<file path="config.mk">
export PLATFORM = sky130hd
export DESIGN_NAME = ex_mem_stage
export DESIGN_NICKNAME = d
export VERILOG_FILES = /design/src/rtl/ex_pkg.sv /design/src/rtl/ex_alu.sv /design/src/rtl/ex_mem_stage.sv
export SDC_FILE = /design/constraint.sdc
export NUM_CORES = 1
export LEC_CHECK = 0
export BUFFER_PORTS_ARGS = -buffer_cell sky130_fd_sc_hd__buf_2
export CAP_MARGIN = 30
export CORE_MARGIN = 5
export CORE_UTILIZATION = 55
export DETAILED_ROUTE_END_ITERATION = 8
export GPL_ROUTABILITY_DRIVEN = 0
export PLACE_DENSITY = 0.81
export SLEW_MARGIN = 0
export SYNTH_ARGS = -nofsm -noshare
export SYNTH_HDL_FRONTEND = slang
export SYNTH_HIERARCHICAL = 1
export SYNTH_SLANG_ARGS = --single-unit
</file>
<file path="constraint.sdc">
create_clock -name clk -period 6.3 [get_ports clk]
set_input_delay 0.63 -clock clk [delete_from_list [all_inputs] [get_ports clk]]
set_output_delay 0.63 -clock clk [all_outputs]
set_load 0.05 [all_outputs]
</file>
<file path="src/rtl/ex_pkg.sv">
// rtl/ex_pkg.sv - shared ALU/forwarding encodings for the execute stage
package ex_pkg;

    localparam logic [1:0] ALUOP_ADD   = 2'b00;
    localparam logic [1:0] ALUOP_SUB   = 2'b01;
    localparam logic [1:0] ALUOP_FUNCT = 2'b10;
    localparam logic [1:0] ALUOP_RSVD  = 2'b11;

    localparam logic [5:0] FUNCT_ADD = 6'h20;
    localparam logic [5:0] FUNCT_SUB = 6'h22;
    localparam logic [5:0] FUNCT_AND = 6'h24;
    localparam logic [5:0] FUNCT_OR  = 6'h25;
    localparam logic [5:0] FUNCT_NOR = 6'h27;
    localparam logic [5:0] FUNCT_SLT = 6'h2A;

    typedef enum logic [2:0] {
        ALU_ADD,
        ALU_SUB,
        ALU_AND,
        ALU_OR,
        ALU_NOR,
        ALU_SLT,
        ALU_NONE
    } alu_op_e;

    typedef enum logic [1:0] {
        FWD_REG,
        FWD_MEM,
        FWD_WB
    } fwd_sel_e;

    // Unknown funct codes map to ALU_NONE so they produce a zero result.
    function automatic alu_op_e alu_decode(input logic [1:0] alu_op, input logic [5:0] funct);
        alu_op_e op;
        op = ALU_ADD;
        case (alu_op)
            ALUOP_SUB: op = ALU_SUB;
            ALUOP_FUNCT: begin
                case (funct)
                    FUNCT_ADD: op = ALU_ADD;
                    FUNCT_SUB: op = ALU_SUB;
                    FUNCT_AND: op = ALU_AND;
                    FUNCT_OR:  op = ALU_OR;
                    FUNCT_NOR: op = ALU_NOR;
                    FUNCT_SLT: op = ALU_SLT;
                    default:   op = ALU_NONE;
                endcase
            end
            default: op = ALU_ADD;
        endcase
        return op;
    endfunction

endpackage

</file>
<file path="src/rtl/ex_alu.sv">
// rtl/ex_alu.sv - combinational ALU with zero and signed-overflow flags
module ex_alu
    import ex_pkg::*;
#(
    parameter int DW = 32
) (
    input  logic [DW-1:0] op_a_i,
    input  logic [DW-1:0] op_b_i,
    input  alu_op_e       op_i,
    output logic [DW-1:0] result_o,
    output logic          zero_o,
    output logic          ovf_o
);

    logic [DW-1:0] sum;
    logic [DW-1:0] diff;

    assign sum  = op_a_i + op_b_i;
    assign diff = op_a_i - op_b_i;

    always_comb begin
        result_o = '0;
        ovf_o    = 1'b0;
        case (op_i)
            ALU_ADD: begin
                result_o = sum;
                ovf_o    = (op_a_i[DW-1] == op_b_i[DW-1]) && (sum[DW-1] != op_a_i[DW-1]);
            end
            ALU_SUB: begin
                result_o = diff;
                ovf_o    = (op_a_i[DW-1] != op_b_i[DW-1]) && (diff[DW-1] != op_a_i[DW-1]);
            end
            ALU_AND: result_o = op_a_i & op_b_i;
            ALU_OR:  result_o = op_a_i | op_b_i;
            ALU_NOR: result_o = ~(op_a_i | op_b_i);
            ALU_SLT: result_o = {{(DW-1){1'b0}}, ($signed(op_a_i) < $signed(op_b_i))};
            default: result_o = '0;
        endcase
    end

    assign zero_o = (result_o == '0);

endmodule

</file>
<file path="src/rtl/ex_mem_stage.sv">
// rtl/ex_mem_stage.sv - execute stage with forwarding and EX/MEM register
// Optional overflow trap (EX_MEM_Ovf output) is enabled by defining EX_OVF_TRAP_EN.
module ex_mem_stage
    import ex_pkg::*;
#(
    parameter int DW = 32,
    parameter int RW = 5
) (
    input  logic          clk,
    input  logic          rst_n,
    input  logic [DW-1:0] ID_EX_RsData,
    input  logic [DW-1:0] ID_EX_RtData,
    input  logic [DW-1:0] ID_EX_SignExtImm,
    input  logic [RW-1:0] ID_EX_Rs,
    input  logic [RW-1:0] ID_EX_Rt,
    input  logic [RW-1:0] ID_EX_Rd,
    input  logic [1:0]    ID_EX_ALUOp,
    input  logic          ID_EX_RegWrite,
    input  logic          ID_EX_MemWrite,
    input  logic          ID_EX_MemRead,
    input  logic          ID_EX_ALUSrc,
    input  logic          ID_EX_MemtoReg,
    input  logic          ID_EX_RegDst,
    input  logic          MEM_WB_RegWrite,
    input  logic [RW-1:0] MEM_WB_WriteReg,
    input  logic [DW-1:0] WB_Data,
    input  logic          Flush,
    output logic [DW-1:0] EX_MEM_ALUResult,
    output logic [DW-1:0] EX_MEM_WriteData,
    output logic [RW-1:0] EX_MEM_WriteReg,
    output logic          EX_MEM_RegWrite,
    output logic          EX_MEM_MemWrite,
    output logic          EX_MEM_MemRead,
    output logic          EX_MEM_MemtoReg,
`ifdef EX_OVF_TRAP_EN
    output logic          EX_MEM_Ovf,
`endif
    output logic          EX_MEM_Zero
);

    // EX/MEM always outranks MEM/WB; r0 is never a forwarding source.
    function automatic fwd_sel_e fwd_select(
        input logic [RW-1:0] src,
        input logic          exm_rw,
        input logic [RW-1:0] exm_wr,
        input logic          wb_rw,
        input logic [RW-1:0] wb_wr
    );
        if (exm_rw && (exm_wr != '0) && (exm_wr == src))
            return FWD_MEM;
        else if (wb_rw && (wb_wr != '0) && (wb_wr == src))
            return FWD_WB;
        else
            return FWD_REG;
    endfunction

    logic [DW-1:0] alu_result_q, write_data_q;
    logic [RW-1:0] write_reg_q;
    logic          reg_write_q, mem_write_q, mem_read_q, mem_to_reg_q, zero_q;

    logic [DW-1:0] alu_result_d, write_data_d;
    logic [RW-1:0] write_reg_d;
    logic          reg_write_d, mem_write_d, mem_read_d, mem_to_reg_d, zero_d;

    fwd_sel_e      fwd_a_sel, fwd_b_sel;
    logic [DW-1:0] fwd_a, fwd_b, op_b;
    alu_op_e       alu_op;
    logic          alu_ovf;

    always_comb begin
        fwd_a_sel = fwd_select(ID_EX_Rs, reg_write_q, write_reg_q, MEM_WB_RegWrite, MEM_WB_WriteReg);
        fwd_b_sel = fwd_select(ID_EX_Rt, reg_write_q, write_reg_q, MEM_WB_RegWrite, MEM_WB_WriteReg);
    end

    always_comb begin
        fwd_a = ID_EX_RsData;
        case (fwd_a_sel)
            FWD_MEM: fwd_a = alu_result_q;
            FWD_WB:  fwd_a = WB_Data;
            default: fwd_a = ID_EX_RsData;
        endcase
    end

    always_comb begin
        fwd_b = ID_EX_RtData;
        case (fwd_b_sel)
            FWD_MEM: fwd_b = alu_result_q;
            FWD_WB:  fwd_b = WB_Data;
            default: fwd_b = ID_EX_RtData;
        endcase
    end

    assign op_b   = ID_EX_ALUSrc ? ID_EX_SignExtImm : fwd_b;
    assign alu_op = alu_decode(ID_EX_ALUOp, ID_EX_SignExtImm[5:0]);

    ex_alu #(.DW(DW)) u_alu (
        .op_a_i   (fwd_a),
        .op_b_i   (op_b),
        .op_i     (alu_op),
        .result_o (alu_result_d),
        .zero_o   (zero_d),
        .ovf_o    (alu_ovf)
    );

    assign write_data_d = fwd_b;
    assign write_reg_d  = ID_EX_RegDst ? ID_EX_Rd : ID_EX_Rt;

`ifdef EX_OVF_TRAP_EN
    logic ovf_d, ovf_q;
    assign ovf_d = alu_ovf && (ID_EX_ALUOp == ALUOP_FUNCT);
`else
    logic unused_alu_ovf;
    assign unused_alu_ovf = alu_ovf;
`endif

    always_comb begin
        reg_write_d  = ID_EX_RegWrite && !Flush;
        mem_write_d  = ID_EX_MemWrite && !Flush;
        mem_read_d   = ID_EX_MemRead  && !Flush;
        mem_to_reg_d = ID_EX_MemtoReg && !Flush;
`ifdef EX_OVF_TRAP_EN
        if (ovf_d) begin
            reg_write_d = 1'b0;
            mem_write_d = 1'b0;
            mem_read_d  = 1'b0;
        end
`endif
    end

    always_ff @(posedge clk or negedge rst_n) begin
        if (!rst_n) begin
            alu_result_q <= '0;
            write_data_q <= '0;
            write_reg_q  <= '0;
            reg_write_q  <= 1'b0;
            mem_write_q  <= 1'b0;
            mem_read_q   <= 1'b0;
            mem_to_reg_q <= 1'b0;
            zero_q       <= 1'b0;
        end else begin
            alu_result_q <= alu_result_d;
            write_data_q <= write_data_d;
            write_reg_q  <= write_reg_d;
            reg_write_q  <= reg_write_d;
            mem_write_q  <= mem_write_d;
            mem_read_q   <= mem_read_d;
            mem_to_reg_q <= mem_to_reg_d;
            zero_q       <= zero_d;
        end
    end

`ifdef EX_OVF_TRAP_EN
    always_ff @(posedge clk or negedge rst_n) begin
        if (!rst_n)
            ovf_q <= 1'b0;
        else
            ovf_q <= ovf_d;
    end
    assign EX_MEM_Ovf = ovf_q;
`endif

    assign EX_MEM_ALUResult = alu_result_q;
    assign EX_MEM_WriteData = write_data_q;
    assign EX_MEM_WriteReg  = write_reg_q;
    assign EX_MEM_RegWrite  = reg_write_q;
    assign EX_MEM_MemWrite  = mem_write_q;
    assign EX_MEM_MemRead   = mem_read_q;
    assign EX_MEM_MemtoReg  = mem_to_reg_q;
    assign EX_MEM_Zero      = zero_q;

endmodule
</file>
## Word level (Yosys, flattened, before mapping)

Cells that the tools add are included.
W data, S select, Z words.

| word-level totals | value |
|---|---|
| bits of input ports | 160 |
| register bits | 74 |
| output and inout bits | 74 |

| cells by class | value |
|---|---|
| bitwise gates (word level) | 3 |
| $lt $le $gt $ge | 1 |
| reduce and logical (&&, ||, !) cells | 15 |
| muxes and demuxes | 11 |
| add/subtract/negate cells | 2 |
| eq/ne operators | 21 |

Operator list:

| operator | number |
|---|---|
| $pmux W32 S6 | 1 |
| $pmux W32 S2 | 2 |
| $eq A6 B6 Y1 const B | 6 |
| $add A32 B32 Y32 | 1 |
| $and A32 B32 Y32 | 1 |
| $logic_not A32 Y1 | 1 |
| $lt A32 B32 Y1 | 1 |
| $mux W32 | 1 |
| $not A32 Y32 | 1 |
| $or A32 B32 Y32 | 1 |
| $sub A32 B32 Y32 | 1 |
| $eq A5 B5 Y1 | 4 |
| $pmux W3 S6 | 1 |
| $logic_and A1 B1 Y1 | 10 |
| $reduce_bool A5 Y1 | 2 |
| $mux W2 | 4 |
| $eq A2 B1 Y1 const B | 3 |
| $eq A2 B2 Y1 const B | 3 |
| $eq A3 B2 Y1 const B | 2 |
| $eq A3 B3 Y1 const B | 2 |
| $pmux W3 S2 | 1 |
| $mux W5 | 1 |
| $eq A3 B1 Y1 const B | 1 |
| $logic_not A3 Y1 | 1 |
| $logic_not A1 Y1 | 1 |

## Logic depth before layout (Yosys ltp)

| depth | value |
|---|---|
| depth in word-level cells | 12 |
| gate-level depth with buffers | 21 |
| gate-level depth less buffers | 19 |

## Modules after synthesis

The synthesis kept the hierarchy.

By module, submodules not included:

| module | times used | cells an instance | sequential area each (um^2) | area each (um^2) |
|---|---|---|---|---|
| ex_alu | 1 | 811 | 0.0 | 5405.2 |
| ex_mem_stage | 1 | 510 | 1851.8 | 5072.4 |

## Worst setup path before layout

No wires, ideal clock.

| timing path | value |
|---|---|
| path kind | reg2reg |
| start | register write_reg_q[3] (netlist: EX_MEM_WriteReg[3]) |
| end | register zero_q (netlist: EX_MEM_Zero) |
| cell stages (with the launch flop) | 22 |
| path buffers | 2 |
| setup time | 96 ps |
| setup slack | 727 ps |
| arrival | 5477 ps |
| cells stage by stage | dfrtp_1 > or4_1 > o21ai_1 > or4_1 > buf_2 > buf_1 > nor2_1 > a21oi_1 > inv_1 > ha_1 > fa_1 > o21bai_4 > o211ai_2 > and2_1 > a221o_1 > a221o_1 > or4_1 > or4_1 > nor4_1 > and4bb_1 > nand4_1 > nor4_2 |

| between the ends | value |
|---|---|
| elaborated cells on any way between the ends | 23 |

RTL lines:

| item | line | source |
|---|---|---|
| from (decl) | ex_mem_stage.sv:58 | `logic [RW-1:0] write_reg_q;` |
| from (signal assigned) | ex_mem_stage.sv:143 | `write_reg_q <= write_reg_d;` |
| $reduce_bool A5 Y1 | ex_mem_stage.sv:49 | `if (exm_rw && (exm_wr != '0) && (exm_wr == src))` |
| $logic_and A1 B1 Y1 | ex_mem_stage.sv:49 |  |
| $logic_and A1 B1 Y1 (*) | ex_mem_stage.sv:49 |  |
| $mux W2 (*) | ex_mem_stage.sv:49 |  |
| $eq A2 B2 Y1 or $eq A2 B1 Y1 (tied branches) | ex_mem_stage.sv:77 | `case (fwd_a_sel)` |
| $pmux W32 S2 (*) | ex_mem_stage.sv:77 |  |
| net fwd_a[0] | ex_mem_stage.sv:66 | `logic [DW-1:0] fwd_a, fwd_b, op_b;` |
| $sub A32 B32 Y32 or $add A32 B32 Y32 (tied branches) | ex_alu.sv:19, ex_alu.sv:18 |  |
| $pmux W32 S6 (*) | ex_alu.sv:24 | `case (op_i)` |
| net alu_result_d[6] | ex_mem_stage.sv:61 | `logic [DW-1:0] alu_result_d, write_data_d;` |
| $logic_not A32 Y1 (*) | ex_alu.sv:41 | `assign zero_o = (result_o == '0);` |
| net zero_d | ex_mem_stage.sv:63 | `logic reg_write_d, mem_write_d, mem_read_d, mem_to_reg_d, zero_d;` |
| to (signal assigned) | ex_mem_stage.sv:148 | `zero_q <= zero_d;` |
| to (decl) | ex_mem_stage.sv:59 | `logic reg_write_q, mem_write_q, mem_read_q, mem_to_reg_q, zero_q;` |

Mark *: on every way through the listed nets, which the timed path passes. The rest lies on a longest branch.

## Worst setup path in the final report

| timing path | value |
|---|---|
| start | register write_reg_q[3] (netlist: EX_MEM_WriteReg[3]) |
| end | register zero_q (netlist: EX_MEM_Zero) |

| between the ends | value |
|---|---|
| elaborated cells on any way between the ends | 23 |

RTL lines:

| item | line | source |
|---|---|---|
| $reduce_bool A5 Y1 | ex_mem_stage.sv:49 |  |
| $logic_and A1 B1 Y1 | ex_mem_stage.sv:49 |  |
| $logic_and A1 B1 Y1 (*) | ex_mem_stage.sv:49 |  |
| $mux W2 (*) | ex_mem_stage.sv:49 |  |
| $eq A2 B2 Y1 or $eq A2 B1 Y1 (tied branches) | ex_mem_stage.sv:86 | `case (fwd_b_sel)` |
| $pmux W32 S2 (*) | ex_mem_stage.sv:86 |  |
| net fwd_b[18] | ex_mem_stage.sv:66 |  |
| $mux W32 (*) | ex_mem_stage.sv:93 | `assign op_b = ID_EX_ALUSrc ? ID_EX_SignExtImm : fwd_b;` |
| net op_b[18] | ex_mem_stage.sv:66 |  |
| $sub A32 B32 Y32 or $add A32 B32 Y32 (tied branches) | ex_alu.sv:19, ex_alu.sv:18 |  |
| $pmux W32 S6 (*) | ex_alu.sv:24 |  |
| net alu_result_d[29] | ex_mem_stage.sv:61 |  |
| $logic_not A32 Y1 (*) | ex_alu.sv:41 |  |
| net zero_d | ex_mem_stage.sv:63 |  |

Marks and branches as above.

==> results.md <==
* Setup ws final at about 380 ps
* Vias in the first global route at 10780
* Synthesized area at 10500 um2
* Clk_lat worst skew at ~340 ps
* Initial antenna violation count at 2
* Final slew viol count at 0
* Leak Pwr at roughly 5.4 nW
* Max Cap Violations at 0
* Final core utilization at between 60% and 70%
* CTS buffer count at 9
* Hold Path Class: primary input to asynchronous set/reset pin
* Setup TNS at 0 ps
* Yosys warns at 6
* Fin crit period at between 5000 and 6000 ps
* DRC at 0
* Antenna Nets Post-Route at 0
* Startpoint Class: flop
* Worst flop-to-flop path endpoint: EX_MEM_Zero
* CTS tree: yes
* GRT busiest layer: met2
* GR Util met1 at between 40 and 50%
* Highest Clock Rate at approximately 170 MHz
* Num ports at around 230
* Fin crit share at a little over nine tenths
* Arrival @ worst endpoint at between 6000 and 7000 ps
* Critical setup path kind: flop to flop
* Hold-fix buffers, CTS at 0
* Power Density at 225 nW/um2
* # nets final at 1774
* Met2 Resource Use GR at 54.5%
* Status: finished, final reports clean
* CP required at ~6600 ps
* Synth-to-Final Area Change at 16.9%
* Final WL at between 30 and 40 mm
* Largest net degree at the start of global routing at 75
* H-tree depth at 3
* Die Ht at 148 um
* Placed wire-length estimate at slightly above 30 mm
* Worst setup EP type: flop
* Port bufs at around 230
* GR Util met3 at roughly 8.4%
* Via Count at around 12000
* Site Rows at 50
* Worst reg2reg setup slack at ~380 ps
* Final Setup Violations at 0
* Hold Vio Cnt, Final at 0
* Clock sink count at between 70 and 80
* Mapped Cells at 1318
* Worst VDD drop at between 100 and 150 uV
* Crit path max fanout at 19
* Die width at ~150 um
* Total Die Area at around 22000 um2
* FF-to-FF path depth at 21
* Rel. slew slack at roughly 55%
* Share of cells above drive strength 1 at approximately 27%
* Clock transition at path regs at 60 ps
* Initial core utilization at 55.9%
* Clk root buf: clkbuf_16
* Final hold slack at slightly above 80 ps
* GRT Total Usage at about a third
* Iteration count of the initial detailed-routing pass at 7
* Overall power at 0.00274 W
* Setup WS pre-CTS at 255 ps
* Vias/cell at ~6.7
* Worst setup startpoint: EX_MEM_WriteReg[3]
* First-pass GRT wire length at just under 60 mm
* Slew @ Worst Pin at ~670 ps
* Synthesized area per cell at ~8 um2
* Worst clock skew at ~9.4 ps
* Routed WL per cell at between 20 and 25 um
* Iteration-0 DRC Markers at 1660
* Core Region at between 15000 and 20000 um2
* Max clock buf depth at 2
* Grt ovf at 0
* Post-Syn Nets at approximately 1600
* RSZ-0062 raised after global routing: no
* Worst R2R Start: EX_MEM_WriteReg[3]
flip-flops by register name, indices dropped and copies added, names as in the netlist:
signal / count
EX_MEM_MemWrite: 1
EX_MEM_MemtoReg: 1
EX_MEM_RegWrite: 1
EX_MEM_WriteReg: 5
EX_MEM_Zero: 1
EX_MEM_ALUResult: 32
EX_MEM_WriteData: 32
EX_MEM_MemRead: 1
metrics by stage:
stage / cell area, um2 / cells
5_1_grt: 12200 / 1750
6_report: 12200 / 1750
4_1_cts: 12200 / 1747
3_5_place_dp: 11800 / 1731
2_1_floorplan: 10500 / 1318
3_3_place_gp: 11800 / 1730
power breakdown:
group | leakage [nW] | switching, W | total (W) | internal, W
Clock | 0.167 | 0.000219 | 0.000610 | 0.000391
Sequential | 0.878 | 0.0000901 | 0.000641 | 0.000551
Combinational | 4.31 | 0.00102 | 0.00149 | 0.000467
Total | 5.36 | 0.00133 | 0.00274 | 0.00141
critical path, cell delays in order, from the launching register on:
cell	delay (ps)
dfrtp_1	440
or4_1	580
o211ai_2	210
or2_1	130
buf_4	190
buf_4	270
a31oi_1	140
mux2_2	310
inv_1	90
ha_1	260
buf_4	180
nor4_1	360
buf_4	200
nand2_1	70
or4_1	470
or4b_1	530
a31oi_1	350
o211a_1	210
nor4_1	60
a211o_1	330
or2_0	230
nor4_2	200
how the worst max path moves through the flow:
stage,end,cells past startpoint
2_1_floorplan,EX_MEM_Zero,21
3_3_place_gp,EX_MEM_Zero,20
3_5_place_dp,EX_MEM_Zero,19
4_1_cts,EX_MEM_Zero,19
5_1_grt,EX_MEM_Zero,19
6_report,EX_MEM_Zero,21
placed cells by master, fill, tap and decap left out, types with 43 or more instances in the layout:
cell	n
buf_2	233
nor2_1	118
a21oi_1	117
ha_1	103
inv_1	99
nand2_1	79
dfrtp_1	74
nor3_1	50
buf_4	46
nand3_1	43
timing repair:
action	4_1_cts	5_1_grt
setup endpoints to repair	0	1
gates resized for setup	0	1
setup buffers	0	0
area by class of cell:
cell class              count  area (um2)
inverters                 101         379
well taps                 234         293
multi-input cells        1042        7780
fillers                  1536        6490
repair buffers            281        1560
clock inverters             7         124
clock buffers               9         225
diodes                      2        5.00
flip-flops and latches     74        1850
metal layers:
metal	vias to the layer above	part of all wire (%)
li1	5246	-
met1	5430	38
met2	924	45
met3	118	13
met4	0	3.9
met5	-	0
No activity file was read; power rests on OpenSTA's default activity.
